**config.mk**
```make
export PLATFORM = sky130hd
export DESIGN_NAME = led_chaser_mod
export DESIGN_NICKNAME = d
export VERILOG_FILES = /design/src/rtl/led_pkg.sv /design/src/rtl/led_tick_gen.sv /design/src/rtl/led_chaser_mod.sv
export SDC_FILE = /design/constraint.sdc
export NUM_CORES = 1
export LEC_CHECK = 0
export ABC_AREA = 0
export CAP_MARGIN = 25
export CORE_MARGIN = 3
export CORE_UTILIZATION = 65
export DETAILED_ROUTE_END_ITERATION = 12
export GPL_ROUTABILITY_DRIVEN = 1
export GPL_TIMING_DRIVEN = 0
export PLACE_DENSITY = 0.84
export RECOVER_POWER = 100
export SLEW_MARGIN = 20
export SYNTH_ARGS = -nofsm -noshare
export SYNTH_HDL_FRONTEND = slang
export SYNTH_HIERARCHICAL = 1
export SYNTH_SLANG_ARGS = --single-unit
```
**constraint.sdc**
```tcl
create_clock -name CLOCK -period 9.5 [get_ports CLOCK]
set_input_delay 0.95 -clock CLOCK [delete_from_list [all_inputs] [get_ports CLOCK]]
set_output_delay 0.95 -clock CLOCK [all_outputs]
set_load 0.005 [all_outputs]
```
**src/rtl/led_pkg.sv**
```systemverilog
// Shared types and defaults for the LED chaser: pattern modes, FSM states,
// default step periods and the sweep-length helper.
package led_pkg;

    typedef enum logic [1:0] {
        MODE_LEFT   = 2'b00,
        MODE_RIGHT  = 2'b01,
        MODE_BOUNCE = 2'b10,
        MODE_BLINK  = 2'b11
    } mode_e;

    typedef enum logic {
        ST_LOAD = 1'b0,
        ST_RUN  = 1'b1
    } state_e;

    // Default step periods in clocks at 50 MHz: 1 s, 100 ms, 10 ms, 1 ms.
    localparam int unsigned T0_DEF = 32'd50_000_000;
    localparam int unsigned T1_DEF = 32'd5_000_000;
    localparam int unsigned T2_DEF = 32'd500_000;
    localparam int unsigned T3_DEF = 32'd50_000;

    // Number of steps taken to return from the start pattern to itself.
    function automatic int unsigned sweep_len(input mode_e m, input int unsigned n_led);
        case (m)
            MODE_LEFT:   return n_led;
            MODE_RIGHT:  return n_led;
            MODE_BOUNCE: return 32'd2 * (n_led - 32'd1);
            MODE_BLINK:  return 32'd2;
            default:     return n_led;
        endcase
    endfunction

endpackage

```
**src/rtl/led_tick_gen.sv**
```systemverilog
// Loadable period counter: counts enabled cycles and flags the last cycle
// of each period. A load clears the count and captures a new period.
module led_tick_gen
    import led_pkg::*;
#(
    parameter int unsigned CNT_W      = 26,
    parameter int unsigned RST_PERIOD = 2
) (
    input  logic             i_clk,
    input  logic             i_rst_n,
    input  logic             i_load,
    input  logic [CNT_W-1:0] i_period,
    input  logic             i_en,
    output logic             o_tick
);

    logic [CNT_W-1:0] r_cnt;
    logic [CNT_W-1:0] r_period;
    logic             w_last;

    assign w_last = (r_cnt == (r_period - {{(CNT_W-1){1'b0}}, 1'b1}));
    assign o_tick = i_en & w_last;

    // Count enabled cycles, wrapping at period-1; a load restarts the period.
    always_ff @(posedge i_clk or negedge i_rst_n) begin
        if (!i_rst_n) begin
            r_cnt    <= {CNT_W{1'b0}};
            r_period <= CNT_W'(RST_PERIOD);
        end else if (i_load) begin
            r_cnt    <= {CNT_W{1'b0}};
            r_period <= i_period;
        end else if (i_en) begin
            if (w_last) begin
                r_cnt <= {CNT_W{1'b0}};
            end else begin
                r_cnt <= r_cnt + {{(CNT_W-1){1'b0}}, 1'b1};
            end
        end else begin
            r_cnt <= r_cnt;
        end
    end

endmodule

```
**src/rtl/led_chaser_mod.sv**
```systemverilog
// Parametrised LED chaser: four patterns at four step rates. Mode and rate
// are only sampled in the one-cycle load state between sweeps, so a pattern
// never changes shape part-way through a sweep.
module led_chaser_mod
    import led_pkg::*;
#(
    parameter int unsigned N_LED = 4,
    parameter int unsigned CNT_W = 26,
    parameter int unsigned T0    = T0_DEF,
    parameter int unsigned T1    = T1_DEF,
    parameter int unsigned T2    = T2_DEF,
    parameter int unsigned T3    = T3_DEF
) (
    input  logic             CLOCK,
    input  logic             RESET,
    input  logic [1:0]       mode,
    input  logic             rate_auto,
    input  logic [1:0]       rate_sel,
    input  logic             pause,
    output logic [N_LED-1:0] LED,
    output logic [1:0]       rate_idx,
    output logic             sweep_done
);

    localparam int unsigned      STEP_W    = $clog2(32'd2 * N_LED);
    localparam longint unsigned  CNT_LIMIT = 64'd1 << CNT_W;

    // Reject parameter sets the counter or pattern logic cannot honour.
    if (N_LED < 32'd2) begin : g_bad_nled
        $error("led_chaser_mod: N_LED must be at least 2");
    end
    if ((T0 < 32'd2) || (T1 < 32'd2) || (T2 < 32'd2) || (T3 < 32'd2)) begin : g_bad_tmin
        $error("led_chaser_mod: every step period must be at least 2");
    end
    if ((64'(T0) >= CNT_LIMIT) || (64'(T1) >= CNT_LIMIT) ||
        (64'(T2) >= CNT_LIMIT) || (64'(T3) >= CNT_LIMIT)) begin : g_bad_tmax
        $error("led_chaser_mod: a step period does not fit in CNT_W bits");
    end

    state_e            r_state;
    mode_e             r_mode;
    logic              r_auto;
    logic [N_LED-1:0]  r_led;
    logic              r_dir_up;
    logic [STEP_W-1:0] r_step;
    logic [1:0]        r_rate;
    logic              r_done;

    logic [1:0]        w_load_idx;
    logic [CNT_W-1:0]  w_period;
    logic              w_load;
    logic              w_en;
    logic              w_tick;
    logic              w_last_step;
    logic [N_LED-1:0]  w_start_pat;
    logic [N_LED-1:0]  w_next_led;
    logic              w_next_dir;

    // In manual mode the load uses the freshly selected index, not the old one.
    assign w_load_idx  = rate_auto ? r_rate : rate_sel;
    assign w_load      = (r_state == ST_LOAD);
    assign w_en        = (r_state == ST_RUN) && !pause;
    assign w_last_step = (r_step == STEP_W'(sweep_len(r_mode, N_LED) - 32'd1));

    // Step period lookup for the rate being loaded.
    always_comb begin
        w_period = CNT_W'(T0);
        case (w_load_idx)
            2'd0:    w_period = CNT_W'(T0);
            2'd1:    w_period = CNT_W'(T1);
            2'd2:    w_period = CNT_W'(T2);
            2'd3:    w_period = CNT_W'(T3);
            default: w_period = CNT_W'(T0);
        endcase
    end

    // Start pattern for the mode about to be latched.
    always_comb begin
        w_start_pat = {{(N_LED-1){1'b0}}, 1'b1};
        case (mode_e'(mode))
            MODE_LEFT:   w_start_pat = {{(N_LED-1){1'b0}}, 1'b1};
            MODE_RIGHT:  w_start_pat = {1'b1, {(N_LED-1){1'b0}}};
            MODE_BOUNCE: w_start_pat = {{(N_LED-1){1'b0}}, 1'b1};
            MODE_BLINK:  w_start_pat = {N_LED{1'b1}};
            default:     w_start_pat = {{(N_LED-1){1'b0}}, 1'b1};
        endcase
    end

    // One pattern step for the latched mode; bounce flips direction at either end.
    always_comb begin
        w_next_led = r_led;
        w_next_dir = r_dir_up;
        case (r_mode)
            MODE_LEFT:  w_next_led = {r_led[N_LED-2:0], r_led[N_LED-1]};
            MODE_RIGHT: w_next_led = {r_led[0], r_led[N_LED-1:1]};
            MODE_BOUNCE: begin
                if (r_dir_up) begin
                    if (r_led[N_LED-1]) begin
                        w_next_led = {1'b0, r_led[N_LED-1:1]};
                        w_next_dir = 1'b0;
                    end else begin
                        w_next_led = {r_led[N_LED-2:0], 1'b0};
                        w_next_dir = 1'b1;
                    end
                end else begin
                    if (r_led[0]) begin
                        w_next_led = {r_led[N_LED-2:0], 1'b0};
                        w_next_dir = 1'b1;
                    end else begin
                        w_next_led = {1'b0, r_led[N_LED-1:1]};
                        w_next_dir = 1'b0;
                    end
                end
            end
            MODE_BLINK: w_next_led = ~r_led;
            default:    w_next_led = r_led;
        endcase
    end

    led_tick_gen #(
        .CNT_W      (CNT_W),
        .RST_PERIOD (T0)
    ) u_tick (
        .i_clk    (CLOCK),
        .i_rst_n  (RESET),
        .i_load   (w_load),
        .i_period (w_period),
        .i_en     (w_en),
        .o_tick   (w_tick)
    );

    // Sweep FSM: load latches mode/rate and the start pattern; run steps on
    // each tick and returns to load on the step that closes the sweep.
    always_ff @(posedge CLOCK or negedge RESET) begin
        if (!RESET) begin
            r_state  <= ST_LOAD;
            r_mode   <= MODE_LEFT;
            r_auto   <= 1'b0;
            r_led    <= {N_LED{1'b0}};
            r_dir_up <= 1'b1;
            r_step   <= {STEP_W{1'b0}};
            r_rate   <= 2'd0;
            r_done   <= 1'b0;
        end else begin
            r_done <= 1'b0;
            case (r_state)
                ST_LOAD: begin
                    r_mode   <= mode_e'(mode);
                    r_auto   <= rate_auto;
                    if (!rate_auto) begin
                        r_rate <= rate_sel;
                    end else begin
                        r_rate <= r_rate;
                    end
                    r_led    <= w_start_pat;
                    r_dir_up <= 1'b1;
                    r_step   <= {STEP_W{1'b0}};
                    r_state  <= ST_RUN;
                end
                ST_RUN: begin
                    if (w_tick) begin
                        if (w_last_step) begin
                            // LED holds its final position through the load cycle.
                            r_done  <= 1'b1;
                            if (r_auto) begin
                                r_rate <= r_rate + 2'd1;
                            end else begin
                                r_rate <= r_rate;
                            end
                            r_step  <= {STEP_W{1'b0}};
                            r_state <= ST_LOAD;
                        end else begin
                            r_led    <= w_next_led;
                            r_dir_up <= w_next_dir;
                            r_step   <= r_step + {{(STEP_W-1){1'b0}}, 1'b1};
                        end
                    end else begin
                        r_state <= ST_RUN;
                    end
                end
                default: r_state <= ST_LOAD;
            endcase
        end
    end

    assign LED        = r_led;
    assign rate_idx   = r_rate;
    assign sweep_done = r_done;

endmodule

```
==> results of run 1 <==
[cell usage after synthesis (3+ instances only)]
cell      instances  area share (%)
inv_1            18             1.5
nor3_1           23             2.5
nor4_1            7            0.97
o22ai_1           8             1.1
buf_1             5            0.41
and2_1            4            0.55
nand4_1           9             1.2
nand2_1          47             3.9
mux2_2           28             7.0
o31ai_1           3            0.50
o21ai_1           3            0.33
nand3_1          17             1.9
dfstp_2          13             7.5
nor2_1           29             2.4
clkbuf_1         10            0.83
ha_1              9             2.5
a211o_1          14             2.7
a21oi_1          11             1.2
a21o_1            9             1.5
dfrtp_1          54              30
nand3b_1          4            0.66
or2_2             4            0.55
o21a_1            3            0.50
xnor2_1          20             3.9
o211ai_1          3            0.50
nor3b_1           6            0.99
and3_1            4            0.55
o21ai_0          20             2.2
nor2b_1          12             1.7
xor2_1           13             2.5
and4_1            3            0.58
buf_6             4            0.99
a31oi_1           7            0.97
buf_2             6            0.66
or3_1             9             1.2
nand2b_1         12             1.7
[state kept, by name, summed over array words and instances, names as in the netlist]
name and count:
u_tick/r_period 26, sweep_done 1, r_step 3, LED 4, r_auto 1, r_state 1, rate_idx 2, r_dir_up 1
r_mode 2, u_tick/r_cnt 26
[critical path: stages (launching register included)]
cell and delay (ns):
dfrtp_1 0.45, nor3_1 0.67, nand4_1 0.41, or2_0 0.32, o41ai_1 0.43, nand4_1 0.18
o311ai_0 1.06, clkbuf_1 0.46, nor2_1 0.10, a211o_1 0.29
[placed cells by master, fill, tap and decap left out, types with 3 or more instances in the layout]
cell type	synthesis	final
a21o_1	9	9
nor2b_1	12	12
o21ai_0	20	21
o22ai_1	8	9
mux2_2	28	26
buf_1	5	5
conb_1	1	6
xnor2_1	20	20
a21oi_1	11	11
nand3b_1	4	4
dfstp_2	13	13
ha_1	9	9
clkinv_2	0	3
nand4_1	9	10
clkbuf_8	0	9
and4_1	3	3
nand2b_1	12	12
o21a_1	3	3
nor3b_1	6	6
nor3_1	23	23
a31oi_1	7	7
and3_1	4	4
xor2_1	13	13
or3_1	9	9
inv_1	18	18
nor2_1	29	29
dlygate4sd3_1	0	10
buf_2	6	4
nor4_1	7	7
a211o_1	14	14
nand2_1	47	47
clkdlybuf4s50_1	0	3
o31ai_1	3	3
dfrtp_1	54	54
nand3_1	17	17
o211ai_1	3	4
or2_2	4	4
clkbuf_1	10	20
[layer usage]
metal  wire (µm)  up-vias
li1            -     1836
met1        4730     1859
met2        4923      135
met3         603       10
met4         137        0
met5           0        -
[cells by family (layout without fill, tap and decap cells)]
| family | Yosys count | after routing | synth area share (%) |
|---|---|---|---|
| buffers and inverters | 45 | 76 | 4.662 |
| XOR/XNOR | 34 | 34 | 6.731 |
| other | 1 | 6 | 0.08268 |
| multiplexers | 30 | 30 | 7.393 |
| AO/OA/AOI/OAI | 102 | 102 | 16.41 |
| adder cells (fa/ha/maj) | 9 | 9 | 2.483 |
| AND/OR/NAND/NOR | 203 | 203 | 24.91 |
| flip-flops | 67 | 67 | 37.32 |
[final timing paths]
check / end / slack [ns] / from
max in group asynchronous: u_tick/r_cnt[20] / 5.97 / RESET
min in group asynchronous: r_mode[0] / 1.05 / RESET
worst max register to register: u_tick/r_cnt[13] / 5.00 / u_tick/r_period[2]
worst min register to register: u_tick/r_period[24] / 0.57 / u_tick/r_period[24]
worst max-delay path: u_tick/r_cnt[13] / 5.00 / u_tick/r_period[2]
worst min-delay path: u_tick/r_period[24] / 0.57 / u_tick/r_period[24]
[metrics by stage]
step	cell area, µm²	total power, mW	std cells
6_report	4900	0.5755	620
3_5_place_dp	4828	0.3867	604
5_1_grt	4900	0.6019	620
2_1_floorplan	4554	0.3599	496
4_1_cts	4982	0.5815	620
3_3_place_gp	4811	0.3819	603
[layout make-up]
| cell class | instances | share of cell area, % |
|---|---|---|
| Sequential cell | 67 | 34.55 |
| Multi-Input combinational cell | 384 | 53.17 |
| Clock buffer | 13 | 2.835 |
| Timing Repair Buffer | 15 | 2.809 |
| Tap cell | 93 | 2.375 |
| Buffer | 27 | 2.579 |
| Inverter | 18 | 1.379 |
| Clock inverter | 3 | 0.3064 |
[power groups by stage]
stage / registers, mW / clock network, mW / logic (mW)
floorplan: 0.309 / 0 / 0.0511
global placement: 0.311 / 0 / 0.0710
detailed placement: 0.312 / 0 / 0.0746
CTS: 0.307 / 0.200 / 0.0749
global route: 0.308 / 0.213 / 0.0809
finish: 0.307 / 0.197 / 0.0718
==> metrics.md, run 1 <==
| Metric | Value |
|---|---|
| Status | finished, violations left |
| Failing checks | capacitance limit, slew limit |
| Max_cap viols | 2 |
| Largest net degree at the start of global routing | 36 |
| Global routing met3 resource utilization | 5.253% |
| Worst slew pin tran | 1.882 ns |
| Vias per inst | 6.194 |
| Routing usage on met1 | 37.22% |
| Routed length per instance | 16.76 µm |
| HPWL Detailed | 7659 µm |
| Ys async rst share | 100.0% |
| Final Setup Violations | 0 |
| Post-Synthesis Cell Area | 0.004536 mm² |
| Postcts setup bufs | 0 |
| M2 GR Usage | 44.27% |
| Vias in the first global route | 3,576 |
| CTS root buf | clkbuf_8 |
| Initial antenna violation count | 0 |
| Residual DRC | 0 |
| Clock Path Buffers | 2 |
| Multi-input gate area | 0.002605 mm² |
| Setup WS post-layout | 5.004 ns |
| Register area | 0.001693 mm² |
| Fmax | 0.2224 GHz |
| Worst Setup Start Kind | flip-flop |
| NetSw | 0.1578 mW |
| CTS Sinks | 67 |
| #FFs+latches synth | 67 |
| Io pins | 15 |
| Skew final | 0.006097 ns |
| Number of synthesized flops with an enable pin | 0 |
| FF-to-FF path depth | 9 |
| Logic pwr share | 12.5% |
| H-tree depth | 3 |
| Antenna cell count | 0 |
| Critical path required time | 9.72 ns |
| CP Class | flip-flop to flip-flop |
| Die ar. | 0.008017 mm² |
| Gpl congestion | 0.9207 |
| Critical Path Fanout Max | 10 |
| Hold Fails Final Rpt | 0 |
| Post-CTS resize count | 0 |
| Fillers | 489 |
| Hold_ws | 0.5699 ns |
| FP Rows | 29 |
| Tot GR Track Use | 27.48% |
| CTS Hold Bufs | 0 |
| Iter 0 DRT Violations | 296 |
| Area Overhead vs Synth | 8.028% |
| Syn Area/Cell | 9.237 µm² |
| Critical path arrival | 4.72 ns |
| Yosys cell types | 72 |
| Most used routing layer | met2 |
| Die width | 89.54 µm |
| Reg clk slew, reported paths | 0.07 ns |
| PwrDens | 117.5 mW/mm² |
| Post-synth top flop | dfrtp_1 |
| CTS tree | done |
| Worst hold path type | flip-flop to flip-flop |
| Later-pin clock latency in the skew report | 0.34 ns |
| First-pass GRT wire length | 16,940 µm |
| Final ANT Viol Nets | 0 |
| Switching portion of total power | 27.42% |
| Starting density of the core | 69.06% |
| Tmin final | 4.496 ns |
| IO Port Bufs | 14 |
| Slew Viols, Final | 70 |
| Hold path cells | 1 |
| Layout cell share with drive strength beyond 1 | 13.47% |
| Std-Cell Core Area | 0.006568 mm² |
| Slew headroom | -25.47% |
| Routed wire length | 10,390 µm |
| Int Power | 0.4178 mW |
| Clk pwr share | 34.2% |
| Worst Setup End Kind | flip-flop |
| Setup TNS | 0 ns |
| Register area share after synthesis | 37.32% |
| Mapped Cells | 491 |
| Final #Nets | 539 |
| Grt ovf | 0 |
| Pre-antenna DRT Iters | 5 |
| Warnings from Yosys | 6 |
| Die height | 89.54 µm |
| Fin crit share | 47.33% |
| RSZ-0062 raised after global routing | no |
| Max VDD drop | 0.1229 mV |
| Total CTS buffers | 9 |
| Setup Slack @ Placement | 5.706 ns |
| DR vias | 3,840 |
| Static Leak | 2.222 nW |
| Sequential power share | 53.3% |
| Final core occ | 74.60% |
Note: power is estimated with default switching activity, not from simulation.
==> inputs of run 2 (changes only) <==
- CORE_UTILIZATION: 65 -> 57
- PLACE_DENSITY: 0.84 -> 0.78
- clock period: 9.5 -> 3.95 ns (I/O delays scaled with it)
==> run 2 against run 1 <==
  * The run still ends with capacitance limit, slew limit left
  * Clock power increased to 3.3 times the previous value
  * Final cell count increased by 1.6%
  * Via count increased by 1.8%
  * Routed wire length increased by 3.0%
  * Core utilization decreased by 7.1 points
  * Sequential cell count unchanged
  * Count of clock-buffer cells in the layout decreased by 2
  * Power increased to 2.7 times the previous value
  * Register-to-register slack got worse by 4.7 ns
  * Maximum frequency increased by 24%
  * Sequential power increased by 140%
  * Clock skew increased by 0.0025 ns
  * Critical endpoint is now u_tick/r_cnt[15]
  * Largest power group unchanged
==> metrics.md, run 2 (synthesized netlist as in run 1, its figures left out) <==
| Metric | Value |
|---|---|
| Setup Slack @ Placement | 0.1277 ns |
| Int Power | 1.169 mW |
| Total CTS buffers | 9 |
| Uppermost layer routed | met4 |
| Vias in the first global route | 3,795 |
| Area Overhead vs Synth | 11.45% |
| Worst Setup Start Kind | flip-flop |
| Hold path cells | 1 |
| Sequential power share | 47.1% |
| Gpl congestion | 0.8437 |
| Die width | 95.21 µm |
| Clk pwr share | 41.3% |
| Met2 wire len | 5163 µm |
| Critical path arrival | 3.86 ns |
| Slew Viols, Final | 42 |
| Die height | 95.21 µm |
| Fillers | 584 |
| RSZ-0062 raised after global routing | no |
| Status | finished, violations left |
| Met3 wire len | 520 µm |
| Largest net degree at the start of global routing | 42 |
| CTS root buf | clkbuf_8 |
| Io pins | 15 |
| Initial antenna violation count | 0 |
| Fin crit share | 91.98% |
| HPWL Detailed | 7761 µm |
| Vias per inst | 6.203 |
| Worst Setup End Kind | flip-flop |
| Worst slew pin tran | 1.822 ns |
| Hold Fails Final Rpt | 0 |
| Met1 Wirelength | 4832 µm |
| Leading cell type in the layout, fill and taps excluded | dfrtp_1 |
| CTS Sinks | 67 |
| Max VDD drop | 0.2411 mV |
| Clock Path Buffers | 2 |
| R2R Setup Slk | 0.32 ns |
| Routed length per instance | 16.99 µm |
| NetSw | 0.3950 mW |
| Slew headroom | -21.68% |
| H-tree depth | 3 |
| Pre-antenna DRT Iters | 5 |
| Worst hold path type | flip-flop to flip-flop |
| Antenna cell count | 0 |
| FP Rows | 31 |
| Final Setup Violations | 0 |
| Tmin final | 3.633 ns |
| Starting density of the core | 60.59% |
| Std-Cell Core Area | 0.007486 mm² |
| PwrDens | 309.3 mW/mm² |
| Final ANT Viol Nets | 0 |
| DR vias | 3,908 |
| Setup TNS | 0 ns |
| Hold_ws | 0.5535 ns |
| Tot GR Track Use | 25.45% |
| Setup WS post-layout | 0.3168 ns |
| Placed cell area | 0.004836 mm² |
| Later-pin clock latency in the skew report | 0.34 ns |
| CTS tree | done |
| Logic pwr share | 11.5% |
| Final #Nets | 543 |
| Reg clk slew, reported paths | 0.07 ns |
| Fmax | 0.2752 GHz |
| Residual DRC | 0 |
| IO Port Bufs | 14 |
| Iter 0 DRT Violations | 261 |
| Critical path required time | 4.17 ns |
| Failing checks | capacitance limit, slew limit |
| Static Leak | 2.328 nW |
| Skew final | 0.008599 ns |
| Most frequent cells in the layout | dfrtp_1 (54), nand2_1 (47), nor2_1 (29), mux2_2 (27), nor3_1 (22) |
| Layout cell share with drive strength beyond 1 | 16.20% |
| Switching portion of total power | 25.26% |
| Routed wire length | 10,700 µm |
| FF-to-FF path depth | 11 |
| First-pass GRT wire length | 18,060 µm |
| CP Class | flip-flop to flip-flop |
| Finished layout cell area | 0.005055 mm² |
| Die ar. | 0.009064 mm² |
| Grt ovf | 0 |
| Critical Path Fanout Max | 10 |
| Max_cap viols | 1 |
run 2: cell count changes in the layout (fill, tap and decap cells not counted), moves of 2 or more:
cell,change
bufinv_16,+2
buf_4,+3
clkbuf_1,-6
clkdlybuf4s50_1,+2
buf_6,+2
clkbuf_8,+2
buf_1,-2
run 2: critical path, cell delays in order, from the launching register on:
cell       delay [ns]
dfrtp_1          0.41
inv_1            0.10
ha_1             0.21
nor2b_1          0.37
nand4_1          0.34
a2111oi_2        0.51
o22ai_1          0.20
nand4b_1         0.23
o311ai_2         0.58
buf_2            0.34
o21bai_1         0.16
nand2_1          0.07
run 2: path summary, 6_finish.rpt:
path / from / end
worst min register to register: u_tick/r_cnt[25] / u_tick/r_cnt[25]
min in group asynchronous: RESET / r_mode[0]
worst min-delay path: u_tick/r_cnt[25] / u_tick/r_cnt[25]
max in group asynchronous: RESET / u_tick/r_period[10]
worst max-delay path: u_tick/r_period[0] / u_tick/r_cnt[15]
worst max register to register: u_tick/r_period[0] / u_tick/r_cnt[15]
run 2: per-layer routing:
metal  GRT usage [%]  up-vias
met5               0        -
met4           8.173        0
met3           4.025       22
met2           41.63      128
met1           34.54     1914
li1                -     1844
run 2: timing repair:
item | in CTS | in global routing
endpoints found under the setup margin | 0 | 10
hold endpoints to repair | 25 | 0
resized for setup | 0 | 1
setup buffers | 0 | 3
hold buffers | 1 | 0
run 2: area by class of cell:
cell class                      instances  area, µm²  share of cell area, %
Buffer                                 27      142.6                  2.822
Clock buffer                           11      151.4                  2.995
Clock inverter                          5      75.07                  1.485
Inverter                               18      67.56                  1.337
Multi-Input combinational cell        384       2623                  51.88
Sequential cell                        67       1693                  33.49
Tap cell                               99      123.9                  2.450
Timing Repair Buffer                   19      178.9                  3.540
run 2: power by group through the flow:
stage	registers [mW]	logic (mW)	clock network, mW
after floorplan	0.743	0.123	0
after global placement	0.748	0.173	0
after CTS	0.737	0.185	0.663
final	0.737	0.180	0.646
after detailed placement	0.750	0.181	0
after global routing	0.741	0.202	0.686
run 2: metrics by stage:
step,instances,total power [mW],utilization [%]
global placement,609,0.9209,64.37
CTS,627,1.584,67.76
floorplan,496,0.8655,-
global route,630,1.628,67.52
detailed placement,610,0.9310,64.60
finish,630,1.564,67.52
==> inputs of run 3 (changes only) <==
- CELL_PAD_IN_SITES_DETAIL_PLACEMENT: unset -> 1
- CELL_PAD_IN_SITES_GLOBAL_PLACEMENT: unset -> 2
- CORE_UTILIZATION: 57 -> 36
- GPL_TIMING_DRIVEN: 0 -> unset
- MAX_ROUTING_LAYER: unset -> met4
- PLACE_DENSITY: 0.78 -> unset
- PLACE_DENSITY_LB_ADDON: unset -> 0.1
==> run 3 against run 2 <==
  * The run still ends with capacitance limit, slew limit left
  * Sequential share of layout area down 0.41 points
  * Critical path type unchanged
  * Power increased by 13%
  * Clock power grew 33%
  * Core utilization decreased by 25 points
  * Largest cell class unchanged
  * Highest routed layer unchanged
  * Sequential power is 3.4% higher
  * Final area increased by 1.2%
  * Final cell count rose by 7.1%
  * Count of clock-buffer cells in the layout increased by 4
  * Non-clock buffer count is 24 lower
  * Via count is 6.3% lower
  * Critical endpoint is now LED[0]
==> metrics.md, run 3 (synthesized netlist as in run 1, its figures left out) <==
| Metric | Value |
|---|---|
| Status | finished, violations left |
| Failing checks | capacitance limit, slew limit |
| Antenna cell count | 0 |
| Starting density of the core | 37.29% |
| Uppermost layer routed | met4 |
| Static Leak | 2.296 nW |
| Pre-antenna DRT Iters | 4 |
| CTS Sinks | 67 |
| Vias per inst | 5.425 |
| IO Port Bufs | 14 |
| CTS root buf | clkbuf_16 |
| PwrDens | 346.7 mW/mm² |
| Worst reg2reg endpoint | LED[0] |
| Setup TNS | 0 ns |
| Final ANT Viol Nets | 0 |
| Hold Fails Final Rpt | 0 |
| Slowest CP cell | nor4_4 |
| Gpl congestion | 0.8292 |
| Critical path arrival | 3.76 ns |
| Total CTS buffers | 9 |
| Residual DRC | 0 |
| Fmax | 0.2833 GHz |
| Vias in the first global route | 3,867 |
| Worst Setup End Kind | flip-flop |
| Iter 0 DRT Violations | 102 |
| Met3 wire len | 169 µm |
| Area Overhead vs Synth | 12.83% |
| Top delay family on crit path | simple AND/OR/NAND/NOR gates |
| Slew Viols, Final | 28 |
| CP Class | flip-flop to flip-flop |
| DR vias | 3,662 |
| Postcts setup bufs | 0 |
| Worst Setup Start Kind | flip-flop |
| Power Total | 1.774 mW |
| FF-to-FF path depth | 10 |
| Worst slew pin tran | 1.524 ns |
| Max_cap viols | 1 |
| CP dominant cell by count | or2_0 |
| H-tree depth | 3 |
| Die height | 118.2 µm |
| HPWL Detailed | 8479 µm |
| Worst hold path type | input port to asynchronous set/reset pin |
| Post-CTS resize count | 0 |
| FP Rows | 40 |
| Setup WS post-layout | 0.4204 ns |
| Slew headroom | -1.578% |
| Fin crit share | 89.36% |
| Critical Path Fanout Max | 8 |
| Clock Path Buffers | 2 |
| Leading cell type in the layout, fill and taps excluded | dfrtp_1 |
| Die width | 118.2 µm |
| Routed wire length | 11,860 µm |
| Most frequent cells in the layout | dfrtp_1 (54), nand2_1 (47), nor2_1 (29), mux2_2 (27), nor3_1 (24) |
| R2R Setup Slk | 0.42 ns |
| First-pass GRT wire length | 20,340 µm |
| Tot GR Track Use | 18.58% |
| R2r startpoint | u_tick/r_period[3] |
| Largest net degree at the start of global routing | 42 |
| Grt ovf | 0 |
| Critical path required time | 4.18 ns |
| CP bufs+invs | 0 |
| Max VDD drop | 0.2012 mV |
| Final #Nets | 519 |
| Initial antenna violation count | 0 |
| Later-pin clock latency in the skew report | 0.34 ns |
| Final Setup Violations | 0 |
| Layout cell share with drive strength beyond 1 | 15.19% |
| Setup Slack @ Placement | 0.4344 ns |
| Reg clk slew, reported paths | 0.06 ns |
| Met2 wire len | 5834 µm |
| Io pins | 15 |
| Slowest stage delay, CP | 0.47 ns |
| Routed length per instance | 17.57 µm |
| Std-Cell Core Area | 0.01216 mm² |
| CTS Hold Bufs | 0 |
| CTS tree | done |
| Skew final | 0.005602 ns |
| Die ar. | 0.01398 mm² |
| Tmin final | 3.530 ns |
| Critical path, cell by cell | nor4_4, nand4_2, or2_0, o41ai_2, nand4_1, nor4_1, and2_1, o211ai_1, or2_0, o21a_1 |
| Fillers | 1,421 |
| Met1 Wirelength | 5700 µm |
| RSZ-0062 raised after global routing | no |
| Hold_ws | 0.4190 ns |
## run 3: where the power goes
part / internal, mW / switching (mW) / leakage [nW] / total [mW]
logic: 0.0673 / 0.0829 / 1.30 / 0.150
registers: 0.711 / 0.0508 / 0.838 / 0.762
clock network: 0.559 / 0.304 / 0.156 / 0.862
## run 3: cell type report
cell class | count | area (µm²) | share of cell area [%]
multi-input cells | 384 | 2638 | 51.54
flip-flops and latches | 67 | 1693 | 33.08
clock buffers | 15 | 287.8 | 5.623
well taps | 168 | 210.2 | 4.108
repair buffers | 22 | 191.4 | 3.741
inverters | 18 | 67.56 | 1.320
clock inverters | 1 | 30.03 | 0.5868
## run 3: worst max path at each step
| stage | from | end | slack (ns) | cells past startpoint |
|---|---|---|---|---|
| after floorplan | u_tick/r_period[0] | rate_idx[1] | 0.84 | 12 |
| after global placement | u_tick/r_period[3] | rate_idx[1] | 0.53 | 11 |
| after detailed placement | u_tick/r_period[3] | rate_idx[1] | 0.43 | 11 |
| after CTS | u_tick/r_period[3] | rate_idx[1] | 0.41 | 11 |
| after global routing | u_tick/r_period[8] | LED[0] | 0.05 | 10 |
| final | u_tick/r_period[3] | LED[0] | 0.42 | 10 |
## run 3: through the flow
step	util, %	std cells	area (µm²)
after detailed placement	39.60	659	4816
after floorplan	-	496	4554
after CTS	42.21	675	5134
final	42.08	675	5117
after global placement	39.60	659	4816
after global routing	42.08	675	5117
## run 3: metal layers
layer,up-vias,global-route usage (%)
met4,0,6.081
met1,1845,24.28
li1,1785,-
met3,12,2.584
met2,20,29.83
met5,-,-
